### src/rtl/dac_serial_pkg.sv
// ---------------------------------------------------------------------------
// dac_serial_pkg
// Shared types and constants for the DAC7611-style serial transmitter.
//   state_t            : frame sequencer states
//   DAC_DATA_W         : native DAC word width
//   FRAME_HALF_PERIODS : serial half-periods per frame (shift + latch + gap)
// ---------------------------------------------------------------------------
package dac_serial_pkg;

  typedef enum logic [2:0] {
    IDLE,
    SHIFT_HI,
    SHIFT_LO,
    LATCH,
    GAP
  } state_t;

  localparam int DAC_DATA_W         = 12;
  localparam int FRAME_HALF_PERIODS = 2 * DAC_DATA_W + 2;

endpackage

### src/rtl/dac_serial_tick_div.sv
// ---------------------------------------------------------------------------
// dac_serial_tick_div
// Free-running divide-by-CLK_DIV counter producing a one-cycle tick that
// paces the serial half-periods.
//   clk     : system clock
//   rst     : asynchronous reset, active-high
//   restart : synchronous restart, counter returns to 0 on the next edge
//   tick    : high for one cycle every CLK_DIV clocks
// ---------------------------------------------------------------------------
module dac_serial_tick_div
  import dac_serial_pkg::*;
#(
  parameter int CLK_DIV = 2
) (
  input  logic clk,
  input  logic rst,
  input  logic restart,
  output logic tick
);

  localparam int CNT_W = (CLK_DIV > 1) ? $clog2(CLK_DIV) : 1;
  localparam logic [CNT_W-1:0] CNT_LAST = CNT_W'(CLK_DIV - 1);

  logic [CNT_W-1:0] cnt;

  // Tick is decoded from the counter register, so the consumer acts on the
  // edge CLK_DIV clocks after the restart edge.
  assign tick = (cnt == CNT_LAST);

  always_ff @(posedge clk or posedge rst) begin
    if (rst) begin
      cnt <= '0;
    end else if (restart || (cnt == CNT_LAST)) begin
      cnt <= '0;
    end else begin
      cnt <= cnt + 1'b1;
    end
  end

endmodule

### src/rtl/dac_serial_tx.sv
// ---------------------------------------------------------------------------
// dac_serial_tx
// Serialises parallel samples MSB first to a DAC7611-style 12-bit DAC and
// pulses the load-enable so the DAC latches the word.
//   clk, rst      : system clock, asynchronous active-high reset
//   sample        : offset-binary sample, captured on the accept edge
//   sample_valid  : sample is presented
//   sample_ready  : block accepts a sample this cycle
//   busy          : a frame (shift + latch + gap) is in progress
//   dac_clk       : serial clock, DAC samples dac_dat on its rising edge
//   dac_dat       : serial data, MSB first
//   dac_leb       : load enable, idle high, DAC latches on its rising edge
//   dac_rst_b     : DAC reset, active-low, registered copy of ~rst
// Optional build macro DAC_SERIAL_TX_HOLD_EN adds a one-entry hold register
// so back-to-back frames run with no idle cycle between them.
// All outputs come straight from flops.
// ---------------------------------------------------------------------------
module dac_serial_tx
  import dac_serial_pkg::*;
#(
  parameter int DATA_W  = DAC_DATA_W,
  parameter int CLK_DIV = 2
) (
  input  logic              clk,
  input  logic              rst,
  input  logic [DATA_W-1:0] sample,
  input  logic              sample_valid,
  output logic              sample_ready,
  output logic              busy,
  output logic              dac_clk,
  output logic              dac_dat,
  output logic              dac_leb,
  output logic              dac_rst_b
);

  localparam int BCNT_W = $clog2(DATA_W + 1);
  localparam logic [BCNT_W-1:0] LAST_BIT = BCNT_W'(DATA_W - 1);

  state_t            state;
  logic [DATA_W-1:0] shreg;
  logic [BCNT_W-1:0] bit_cnt;
  logic              tick;
  logic              accept;
  logic              load_en;
  logic [DATA_W-1:0] load_word;

  assign accept = sample_valid & sample_ready;

  dac_serial_tick_div #(
    .CLK_DIV (CLK_DIV)
  ) u_tick_div (
    .clk     (clk),
    .rst     (rst),
    .restart (load_en),
    .tick    (tick)
  );

`ifdef DAC_SERIAL_TX_HOLD_EN
  logic              hold_full;
  logic [DATA_W-1:0] hold_q;

  // A new frame starts from IDLE on accept, or directly from the GAP tick
  // using the held word (or a word offered on that very edge).
  always_comb begin
    load_en   = 1'b0;
    load_word = sample;
    if (state == IDLE) begin
      load_en = accept;
    end else if ((state == GAP) && tick) begin
      load_en = hold_full | accept;
    end
    if (hold_full) begin
      load_word = hold_q;
    end
  end

  // Samples accepted while a frame is running park in the hold register;
  // sample_ready is the registered inverse of the hold occupancy.
  always_ff @(posedge clk or posedge rst) begin
    if (rst) begin
      hold_full    <= 1'b0;
      hold_q       <= '0;
      sample_ready <= 1'b0;
    end else if (load_en && hold_full) begin
      hold_full    <= 1'b0;
      sample_ready <= 1'b1;
    end else if (accept && !load_en) begin
      hold_q       <= sample;
      hold_full    <= 1'b1;
      sample_ready <= 1'b0;
    end else begin
      sample_ready <= !hold_full;
    end
  end
`else
  always_comb begin
    load_en   = (state == IDLE) & accept;
    load_word = sample;
  end

  // Ready only in IDLE; it is raised on the edge that enters IDLE so the
  // flop already reads 1 during the first IDLE cycle.
  always_ff @(posedge clk or posedge rst) begin
    if (rst) begin
      sample_ready <= 1'b0;
    end else if (load_en) begin
      sample_ready <= 1'b0;
    end else if ((state == IDLE) || ((state == GAP) && tick)) begin
      sample_ready <= 1'b1;
    end
  end
`endif

  // Frame sequencer: one serial half-period per tick. The MSB is presented
  // on the load edge so it is stable before the first dac_clk rise.
  always_ff @(posedge clk or posedge rst) begin
    if (rst) begin
      state     <= IDLE;
      shreg     <= '0;
      bit_cnt   <= '0;
      busy      <= 1'b0;
      dac_clk   <= 1'b0;
      dac_dat   <= 1'b0;
      dac_leb   <= 1'b1;
      dac_rst_b <= 1'b0;
    end else begin
      dac_rst_b <= 1'b1;
      if (load_en) begin
        state   <= SHIFT_HI;
        shreg   <= load_word;
        dac_dat <= load_word[DATA_W-1];
        bit_cnt <= '0;
        busy    <= 1'b1;
        dac_clk <= 1'b0;
        dac_leb <= 1'b1;
      end else if (tick) begin
        case (state)
          SHIFT_HI: begin
            dac_clk <= 1'b1;
            state   <= SHIFT_LO;
          end
          SHIFT_LO: begin
            dac_clk <= 1'b0;
            bit_cnt <= bit_cnt + 1'b1;
            if (bit_cnt == LAST_BIT) begin
              dac_dat <= 1'b0;
              dac_leb <= 1'b0;
              state   <= LATCH;
            end else begin
              dac_dat <= shreg[DATA_W-2];
              shreg   <= {shreg[DATA_W-2:0], 1'b0};
              state   <= SHIFT_HI;
            end
          end
          LATCH: begin
            dac_leb <= 1'b1;
            state   <= GAP;
          end
          GAP: begin
            busy  <= 1'b0;
            state <= IDLE;
          end
          default: begin
            state <= IDLE;
          end
        endcase
      end
    end
  end

endmodule

### config.mk
export PLATFORM = sky130hd
export DESIGN_NAME = dac_serial_tx
export DESIGN_NICKNAME = d
export VERILOG_FILES = /design/src/rtl/dac_serial_pkg.sv /design/src/rtl/dac_serial_tick_div.sv /design/src/rtl/dac_serial_tx.sv
export SDC_FILE = /design/constraint.sdc
export NUM_CORES = 1
export LEC_CHECK = 0
export ABC_AREA = 1
export BUFFER_PORTS_ARGS = -buffer_cell sky130_fd_sc_hd__clkbuf_2
export CAP_MARGIN = 20
export CORE_ASPECT_RATIO = 0.8
export CORE_MARGIN = 10
export CORE_UTILIZATION = 45
export DETAILED_ROUTE_END_ITERATION = 16
export PLACE_DENSITY = 0.63
export SLEW_MARGIN = 20
export SYNTH_ARGS = -nofsm -noshare
export SYNTH_HDL_FRONTEND = slang
export SYNTH_HIERARCHICAL = 1
export SYNTH_SLANG_ARGS = --single-unit
export TNS_END_PERCENT = 5
### constraint.sdc
create_clock -name clk -period 2.45 [get_ports clk]
set_clock_uncertainty 0.2 [all_clocks]
set_input_delay 0.1225 -clock clk [delete_from_list [all_inputs] [get_ports clk]]
set_output_delay 0.1225 -clock clk [all_outputs]
set_load 0.05 [all_outputs]
==> flow_metrics.py <==
metrics = {
    "finish": {
        "syn2layout_area_growth_pct": 21.69,
        "fin_nets": 221,
        "layout_common_cells": "nand2_1, dfrtp_1, clkbuf_2, inv_1, nand4_1",
        "stdcell_area_sq_um": 1600,
        "diodes": 0,
        "utilization": 0.5743,
        "final_common_cell": "nand2_1",
        "drive_gt1_frac": 0.1765,
    },
    "timing": {
        "period_needed_ns": 1.859,
        "finalCritPeriodShare": 0.7589,
        "grt_setup_unrepaired": "no",
        "max_freq_mhz": 537.8,
        "drv_slew": 0,
        "final_hold_viol_count": 0,
        "finalSetupTns_ns": 0,
        "setup_viol": 0,
        "relSlewSlack": 0.3978,
        "timing.final.ws_setup_ns": 0.5907,
        "max_slew.worst_pin.slew_ns": 0.9023,
    },
    "die": {
        "num_rows": 17,
        "fp.dieH_microns": 68.35,
        "dieWidth_microns": 80.44,
        "dieArea_sq_um": 5498,
        "core_sq_um": 2786,
        "initial_core_util": 0.4719,
        "ios": 21,
    },
    "synth": {
        "yosys-top-cells-area": "dfrtp_1, nand2_1, nand4_1",
        "synth_cell_type_count": 23,
        "netlist_area_sq_um": 1315,
        "syn_inst": 172,
        "yosysSeqAreaShare": 0.4767,
        "ys_warn_count": 6,
        "mappedNetlistNets": 188,
        "synth_area_per_cell_sq_um": 7.645,
        "ys_seq_elements": 25,
        "synth_top_area_share": 0.4567,
        "synth_area_leader_cell": "dfrtp_1",
    },
    "routing": {
        "dr_total_vias": 1179,
        "vias_per_cell": 4.872,
        "ant_nets": 0,
        "drt_first_pass_iters": 4,
        "detail_route.wl_per_cell_microns": 12.33,
        "drt_iter0_drc": 78,
        "drcViolationCount": 0,
        "routed_wirelength_microns": 2984,
    },
    "power": {
        "peakVddDrop_mv": 0.5907,
        "finalPower_mw": 1.761,
        "power_leakage_nw": 0.9212,
        "power_density_nw_per_um2": 1101,
    },
    "clocking": {
        "cts_tree": "built",
        "cts_sinks": 25,
        "htreeDepth": 1,
        "clock_latency_ns": 0.27,
        "clkSlewWorstSetupHoldPaths_ns": 0.09,
        "numCtsBuffers": 3,
        "cts_buffer_depth": 2,
        "cts_setup_buffers": 0,
        "clock-root-buffer": "clkbuf_8",
    },
    "status": {
        "status": "completed",
    },
    "critical_path": {
        "cp_common_cell": "nand2_1",
        "crit_type": "flip-flop to flip-flop",
        "cp_top_family": "simple AND/OR/NAND/NOR gates",
        "cp_slowest_cell": "dfrtp_1",
        "slowest_delay_ns": 0.38,
        "path_buf_inv": 1,
        "worstPathArrival_ns": 1.83,
        "cp_data_required_time_ns": 2.42,
        "startpoint_type": "flip-flop",
        "crit_fanout": 13,
        "worstPathCellList": "nand2_1 -> inv_1 -> nand3_2 -> nand2_2 -> nand2_2 -> nand2_1 -> nand2_1",
        "end_kind": "flip-flop",
    },
    "global_routing": {
        "grt_pass1_vias": 1090,
        "grt-ovfl-total": 0,
        "grt_pass1_wl_microns": 5133,
        "grt_max_degree": 25,
        "grtUsageTotal": 0.1162,
        "antenna_found_initial": 0,
    },
    "worst_hold_path": {
        "holdCritPathClass": "input pin to flip-flop",
    },
    "placement": {
        "dpl_cell_area_sq_um": 1445,
        "gp_congestion": 0.8403,
        "place_hpwl_microns": 2225,
        "portBuffers": 20,
        "pre_cts_slack_ns": 0.5803,
    },
    "run": {
        "drv_cap": 0,
    },
}
==> layer usage <==
| layer | vias up | GRT usage | part of all wire |
|---|---|---|---|
| met3 | 4 | 0.04319 | 0.073 |
| met5 | - | 0 | 0 |
| li1 | 607 | - | - |
| met2 | 36 | 0.1796 | 0.44 |
| met4 | 0 | 0.02632 | 0.0077 |
| met1 | 532 | 0.1512 | 0.48 |
==> worst reg2reg max path, delay by kind of cell (launching register included) <==
kind	cells	cell delay, ns
simple gates	6	0.93
flops	1	0.38
buf+inv	1	0.27
==> cells in the mapped netlist <==
| library cell | count |
|---|---|
| a21o_1 | 1 |
| clkbuf_1 | 1 |
| nand2_2 | 2 |
| nand3_2 | 2 |
| o21ai_4 | 1 |
| nand2_1 | 72 |
| o21ai_0 | 6 |
| buf_6 | 1 |
| a21oi_1 | 2 |
| inv_2 | 3 |
| o21ai_1 | 1 |
| xor2_1 | 1 |
| nor2_1 | 4 |
| nand3_1 | 11 |
| ha_1 | 1 |
| buf_4 | 1 |
| dfrtp_1 | 24 |
| nand4_1 | 14 |
| inv_1 | 18 |
| buf_2 | 2 |
| nor2_4 | 2 |
| dfstp_2 | 1 |
| conb_1 | 1 |
==> registers in the layout, indices dropped and copies added, names as in the netlist <==
name	flops
state	3
dac_rst_b	1
bit_cnt	4
dac_clk	1
dac_dat	1
u_tick_div/tick	1
busy	1
shreg	11
dac_leb	1
sample_ready	1
==> report_power, final <==
group	leakage, nW	internal, mW	total, mW	switching, mW
registers	0.319	0.556	0.675	0.118
clock network	0.0228	0.116	0.246	0.129
logic	0.579	0.254	0.841	0.588
==> cells by family (layout without fill, tap and decap cells) <==
logic type | Yosys count | after routing | synth area share
and+or+nand+nor | 107 | 107 | 0.3673
buffers and inverters | 26 | 58 | 0.08468
DFF | 25 | 25 | 0.4767
AOI/OAI and AO/OA | 11 | 11 | 0.05233
adders and majority gates | 1 | 1 | 0.009513
other | 1 | 1 | 0.002852
xor gates and xnor gates | 1 | 1 | 0.006662
==> per-stage QoR <==
step                      hold WS, ns  instances
after floorplan               -0.3488        172
after global placement        -0.2489        227
after detailed placement      -0.2455        227
after CTS                    0.004195        242
after global routing          0.01988        242
final                         0.01096        242
==> area by class of cell <==
| cell class | instances | area (sq um) |
|---|---|---|
| fillers | 283 | 1186 |
| flip-flops and latches | 25 | 626.9 |
| multi-input cells | 121 | 576.8 |
| repair buffers | 33 | 225.2 |
| inverters | 21 | 78.83 |
| well taps | 38 | 47.55 |
| clock buffers | 4 | 45.04 |
==> repair_timing <==
action | CTS | global route
hold endpoints to repair | 34 | 0
resized for setup | 0 | 0
hold buffers | 11 | 0
==> path summary, 6_finish.rpt <==
path	startpoint	to	slack [ns]	depth (start not counted)
hold / removal	sample[9]	shreg[9]	0.01	5
max in group asynchronous	rst	shreg[10]	1.11	3
setup / recovery	sample_ready	shreg[8]	0.59	7
hold reg to reg	shreg[1]	shreg[1]	0.28	2
min in group asynchronous	rst	u_tick_div/tick	0.02	3
setup reg to reg	sample_ready	shreg[8]	0.59	7
Note: power is estimated with default switching activity, not from simulation.
